[src/rtl/tracker_axis_ctrl.sv]
// rtl/tracker_axis_ctrl.sv - multi-axis tracker motion controller
// Automatic mode follows sensor pairs on all axes; manual mode steps axes one at a time to target angles.
module tracker_axis_ctrl #(
  parameter int W        = 16,
  parameter int NAXES    = 2,
  parameter int MOD      = 360,
  parameter int DEADBAND = 4,
  parameter int SETTLE   = 8
) (
  input  logic               clk,
  input  logic               rst,
  input  logic               start,
  input  logic               mode,
  input  logic               abort,
  input  logic [NAXES*W-1:0] sens_a,
  input  logic [NAXES*W-1:0] sens_b,
  input  logic [NAXES*W-1:0] ang_tgt,
  input  logic [NAXES*W-1:0] ang_cur,
  output logic [2*NAXES-1:0] dir,
  output logic               busy,
  output logic               done,
  output logic               err
);

  localparam int CW = $clog2(SETTLE + 1);
  localparam int KW = (NAXES > 1) ? $clog2(NAXES) : 1;
  localparam logic [W:0]    DB    = (W+1)'(DEADBAND);
  localparam logic [W:0]    MODV  = (W+1)'(MOD);
  localparam logic [W:0]    HALF  = (W+1)'(MOD / 2);
  localparam logic [W-1:0]  MODW  = W'(MOD);
  localparam logic [CW-1:0] SET   = CW'(SETTLE);
  localparam logic [KW-1:0] KLAST = KW'(NAXES - 1);

  typedef enum logic [1:0] {S_IDLE, S_AUTO, S_MAN, S_FIN} state_t;

  state_t               r_state;
  logic [KW-1:0]        r_k;
  logic [CW-1:0]        r_cnt [NAXES];
  logic [2*NAXES-1:0]   r_dir;
  logic                 r_done;
  logic                 r_err;

  logic [NAXES-1:0]     w_auto_band;
  logic [NAXES-1:0]     w_auto_set;
  logic [2*NAXES-1:0]   w_auto_dir;
  logic [CW-1:0]        w_auto_cnt [NAXES];
  logic [W-1:0]         w_tgt [NAXES];
  logic [W-1:0]         w_cur [NAXES];

  for (genvar a = 0; a < NAXES; a++) begin : g_axis
    logic [W:0] w_e;
    logic [W:0] w_mag;
    assign w_e   = {1'b0, sens_a[a*W +: W]} - {1'b0, sens_b[a*W +: W]};
    assign w_mag = w_e[W] ? (~w_e + 1'b1) : w_e;
    assign w_auto_band[a]    = (w_mag <= DB);
    assign w_auto_dir[2*a +: 2] = w_auto_band[a] ? 2'b00 : (w_e[W] ? 2'b01 : 2'b10);
    assign w_auto_cnt[a] = !w_auto_band[a] ? '0 :
                           ((r_cnt[a] == SET) ? SET : r_cnt[a] + 1'b1);
    assign w_auto_set[a] = (w_auto_cnt[a] == SET);
    assign w_tgt[a] = ang_tgt[a*W +: W];
    assign w_cur[a] = ang_cur[a*W +: W];
  end

  logic [W-1:0]       w_tgt_k;
  logic [W-1:0]       w_cur_k;
  logic               w_range_err;
  logic [W:0]         w_diff;
  logic [W:0]         w_df;
  logic [W:0]         w_db;
  logic               w_man_band;
  logic [1:0]         w_man_step;
  logic [2*NAXES-1:0] w_man_dir;
  logic [CW-1:0]      w_man_cnt;

  assign w_tgt_k     = w_tgt[r_k];
  assign w_cur_k     = w_cur[r_k];
  assign w_range_err = (w_cur_k >= MODW) || (w_tgt_k >= MODW);
  // Negative raw difference wraps onto the circle so df is always the forward distance.
  assign w_diff      = {1'b0, w_tgt_k} - {1'b0, w_cur_k};
  assign w_df        = w_diff[W] ? (w_diff + MODV) : w_diff;
  assign w_db        = (w_df == '0) ? '0 : (MODV - w_df);
  assign w_man_band  = (w_df <= DB) || (w_db <= DB);
  assign w_man_step  = (w_df <= HALF) ? 2'b10 : 2'b01;
  assign w_man_dir   = (2*NAXES)'(w_man_step) << {r_k, 1'b0};
  assign w_man_cnt   = r_cnt[r_k] + 1'b1;

  always_ff @(posedge clk or posedge rst) begin
    if (rst) begin
      r_state <= S_IDLE;
      r_k     <= '0;
      r_dir   <= '0;
      r_done  <= 1'b0;
      r_err   <= 1'b0;
      for (int a = 0; a < NAXES; a++) r_cnt[a] <= '0;
    end else if (abort) begin
      r_state <= S_IDLE;
      r_k     <= '0;
      r_dir   <= '0;
      r_done  <= 1'b0;
      for (int a = 0; a < NAXES; a++) r_cnt[a] <= '0;
    end else begin
      case (r_state)
        S_IDLE: begin
          r_dir  <= '0;
          r_done <= 1'b0;
          if (start) begin
            r_err   <= 1'b0;
            r_k     <= '0;
            r_state <= mode ? S_MAN : S_AUTO;
            for (int a = 0; a < NAXES; a++) r_cnt[a] <= '0;
          end
        end
        S_AUTO: begin
          r_dir  <= w_auto_dir;
          r_done <= &w_auto_set;
          for (int a = 0; a < NAXES; a++) r_cnt[a] <= w_auto_cnt[a];
        end
        S_MAN: begin
          r_done <= 1'b0;
          if (w_range_err) begin
            r_err   <= 1'b1;
            r_dir   <= '0;
            r_k     <= '0;
            r_state <= S_IDLE;
            for (int a = 0; a < NAXES; a++) r_cnt[a] <= '0;
          end else if (w_man_band) begin
            r_dir <= '0;
            if (w_man_cnt == SET) begin
              r_cnt[r_k] <= '0;
              if (r_k == KLAST) begin
                r_k     <= '0;
                r_done  <= 1'b1;
                r_state <= S_FIN;
              end else begin
                r_k <= r_k + 1'b1;
              end
            end else begin
              r_cnt[r_k] <= w_man_cnt;
            end
          end else begin
            r_dir      <= w_man_dir;
            r_cnt[r_k] <= '0;
          end
        end
        default: begin
          r_dir   <= '0;
          r_done  <= 1'b0;
          r_state <= S_IDLE;
        end
      endcase
    end
  end

  assign dir  = r_dir;
  assign done = r_done;
  assign err  = r_err;
  assign busy = (r_state == S_AUTO) || (r_state == S_MAN);

endmodule

[config.mk]
export PLATFORM = sky130hd
export DESIGN_NAME = tracker_axis_ctrl
export DESIGN_NICKNAME = d
export VERILOG_FILES = /design/src/rtl/tracker_axis_ctrl.sv
export SDC_FILE = /design/constraint.sdc
export NUM_CORES = 1
export LEC_CHECK = 0
export CORE_ASPECT_RATIO = 1.25
export CORE_MARGIN = 8
export CORE_UTILIZATION = 48
export DETAILED_ROUTE_END_ITERATION = 8
export PLACE_DENSITY = 0.8
export SYNTH_ARGS = -nofsm -noshare
export SYNTH_HDL_FRONTEND = slang
export SYNTH_SLANG_ARGS = --single-unit
[constraint.sdc]
create_clock -name clk -period 6.5 [get_ports clk]
set_input_delay 0.975 -clock clk [delete_from_list [all_inputs] [get_ports clk]]
set_output_delay 0.975 -clock clk [all_outputs]
set_load 0.005 [all_outputs]
==> metrics.md <==
| Metric | Value |
|---|---|
| GP Congestion | 0.924 |
| Max-slew violation count | 0 |
| TritonCTS clock tree | yes |
| Nets | approximately 1200 |
| Io pins | 140 |
| Post-synth EDFFs | 0 |
| Largest net degree at the start of global routing | 23 |
| Fillers | 1167 |
| IO buf count | roughly 140 |
| Worst flop-to-flop path startpoint | r_k |
| Placed insts | around 1100 |
| Die Width | between 100 and 150 um |
| Met3 routed WL | 1.02 mm |
| Layout Cells excl Fill | around 1100 |
| DRC viols | 0 |
| Max Cap Viol | 0 |
| Synth top area cells | ha_1 (12%), dfrtp_1 (7.0%), a21oi_1 (5.3%) |
| Clock Root Buffer | clkbuf_16 |
| Worst setup SP type | primary input |
| Most common cell in the netlist | nand2_1 |
| Synth Instances | around 840 |
| Diodes inserted | 0 |
| Worst hold slack | 534 ps |
| Pleak | approximately 0.0031 uW |
| Syn Nets | between 1000 and 1500 |
| Critical Path AT | 6190 ps |
| Worst vdd ir | between 0.00007 and 0.00008 V |
| Worst r2r path cells | 19 |
| Seq/Total Area, Yosys | 6.97% |
| Max Fanout on Critical Path | 9 |
| Terminus of the critical flop-to-flop path | r_state[1] |
| Setup TNS | 0 ps |
| Max H-tree Level | 1 |
| Post-CTS setup repair buffer count | 0 |
| Period Utilization, post-route | between 90% and 100% |
| Post-DR vias/cell | between 5 and 6 |
| Status | complete, no violations |
| HP Class | reg -> reg |
| Die ar. | between 15000 and 20000 um^2 |
| Vias after detailed routing | between 6000 and 7000 |
| Worst-Margin Slew | between 800 and 900 ps |
| Fraction of layout instances using a drive strength above 1 | around 8.4% |
| Clock tree buffer depth | 2 |
| Layout area overhead | 27.4% |
| Fmax | between 0.15 and 0.2 GHz |
| # setup viols final | 0 |
| Worst hold stages | 2 |
| TritonCTS Buffers | 3 |
| Final instance area | 7780 um^2 |
| Commonest cells post-synth | nand2_1 (78), nor2_1 (69), a21oi_1 (65) |
| DP Area | slightly below 8000 um^2 |
| Iteration-0 DRC Markers | 360 |
| Critical Path RT | approximately 6700 ps |
| WL/cell | 15.7 um |
| 1st-pass router iterations | 5 |
| Yosys top cell area share | 11.9% |
| First-pass GRT wire length | 29.5 mm |
| Ys async rst share | between 90% and 100% |
| Hold buffers post-CTS | 0 |
| Top Metal Used | met4 |
| Die height | around 140 um |
| Worst-Skew Late Latency | around 250 ps |
| R2R Setup Slk | ~760 ps |
| Tmin final | 6030 ps |
| Clock skew | between 1 and 1.5 ps |
| Number of synthesis warnings | 0 |
| Post-DRT Antenna Nets | 0 |
| Initial core utilization | between 40% and 50% |
| CTS sink cnt | 17 |
| Vias in the first global route | 6648 |
| Worst setup EP type | flip-flop |
| Post-synthesis cell area | slightly above 6000 um^2 |
| Floorplan core area | ~13000 um^2 |
| RSZ-0062 raised after global routing | false |
| PD cells | around 150 nW/um^2 |
| Tot GR Track Use | between 20% and 30% |
| Final hold violation count | 0 |
| Met2 Routed Length | around 8.9 mm |
| Final wirelength | 17.8 mm |
| Metal-1 WL | just over 7 mm |
| Ys flop type | dfrtp_1 |
| Area leader, netlist | ha_1 |
| Core Rows | 46 |
| Synth Area per Inst | 7.27 um^2 |
| Path type of the worst setup path | in -> reg |
| Antenna violations before repair | 0 |
| Hold Path End | err |
| CTS resizes | 0 |
| Clock transition at the registers of the reported paths | 50 ps |
| Worst slew margin | around 42% |
| Grt ovf | 0 |
| Sequential cell area | 427 um^2 |
| Final HPWL DP | approximately 15 mm |
| Post-synth cell types | 92 |
| HP Start | err |
| Register bit count reported by yosys | 17 |
| Multi-input combinational cell area | about 5300 um^2 |
per-layer routing:
metal	track usage, %	vias to the layer above
met5	0	-
met4	10.1	0
met3	3.14	49
met2	38.9	222
met1	22.8	3067
li1	-	3411
flip-flops by register name (all words and copies together) (netlist names):
| register | cells |
|---|---|
| done | 1 |
| err | 1 |
| r_cnt | 8 |
| r_state | 2 |
| r_k | 1 |
| dir | 4 |
stage by stage:
stage	util [%]	power, uW	setup WS, ps
2_1_floorplan	-	740	237
6_report	62.0	1130	470
3_3_place_gp	61.4	982	366
3_5_place_dp	61.4	995	252
4_1_cts	62.0	1120	495
5_1_grt	62.0	1230	199
layout by cell type, fill, tap and decap left out, drive strengths merged, types with 12 or more instances in the layout:
cell type,count
clkdlybuf4s50,139
nand2,79
nor2,69
a21oi,68
inv,61
ha,58
o21ai,53
xnor2,36
nand3,28
mux2i,24
mux2,22
xor2,18
a21o,18
nor3,17
dfrtp,17
nand4,16
and3,13
nor2b,12
a211oi,12
worst max path at each step:
stage / slack, ps / startpoint / endpoint
4_1_cts: 490 / ang_cur[0] / r_state[1]
6_report: 470 / ang_cur[0] / r_state[1]
3_5_place_dp: 250 / ang_cur[0] / r_state[1]
3_3_place_gp: 370 / ang_cur[0] / r_state[1]
5_1_grt: 200 / ang_cur[16] / r_state[1]
2_1_floorplan: 240 / r_k / r_state[1]
report_power, final:
part	leakage (uW)	internal (uW)	total [uW]	switching [uW]
Clock	0.0000382	83.5	126	42.8
Combinational	0.00286	387	879	492
Sequential	0.000232	117	126	9.12
area by class of cell:
| type | instances | area share, % |
|---|---|---|
| Multi-Input combinational cell | 738 | 68.7 |
| Timing Repair Buffer | 150 | 19.1 |
| Sequential cell | 17 | 5.48 |
| Inverter | 62 | 2.99 |
| Tap cell | 168 | 2.70 |
| Clock buffer | 4 | 1.01 |
worst max-delay path: stages:
cell	delay (ps)
clkdlybuf4s50_1	460
mux2_2	140
ha_1	190
inv_1	60
fa_1	420
a21o_1	250
a2111oi_4	390
a2111oi_2	90
a2111oi_4	550
nand3_2	200
a21o_1	230
a2111oi_4	390
o21bai_2	160
or4_4	450
or4_4	580
o41ai_4	100
buf_4	240
nand3_4	80
a211oi_1	240
logic make-up after synthesis:
kind of cell | after synthesis | synth area share, %
xor+xnor | 54 | 8.43
compound gates | 270 | 32.2
mux | 46 | 8.00
simple gates | 307 | 26.1
buf+inv | 84 | 5.47
fa+ha+maj | 61 | 12.9
flops | 17 | 6.97
(Power assumes the default switching activity.)
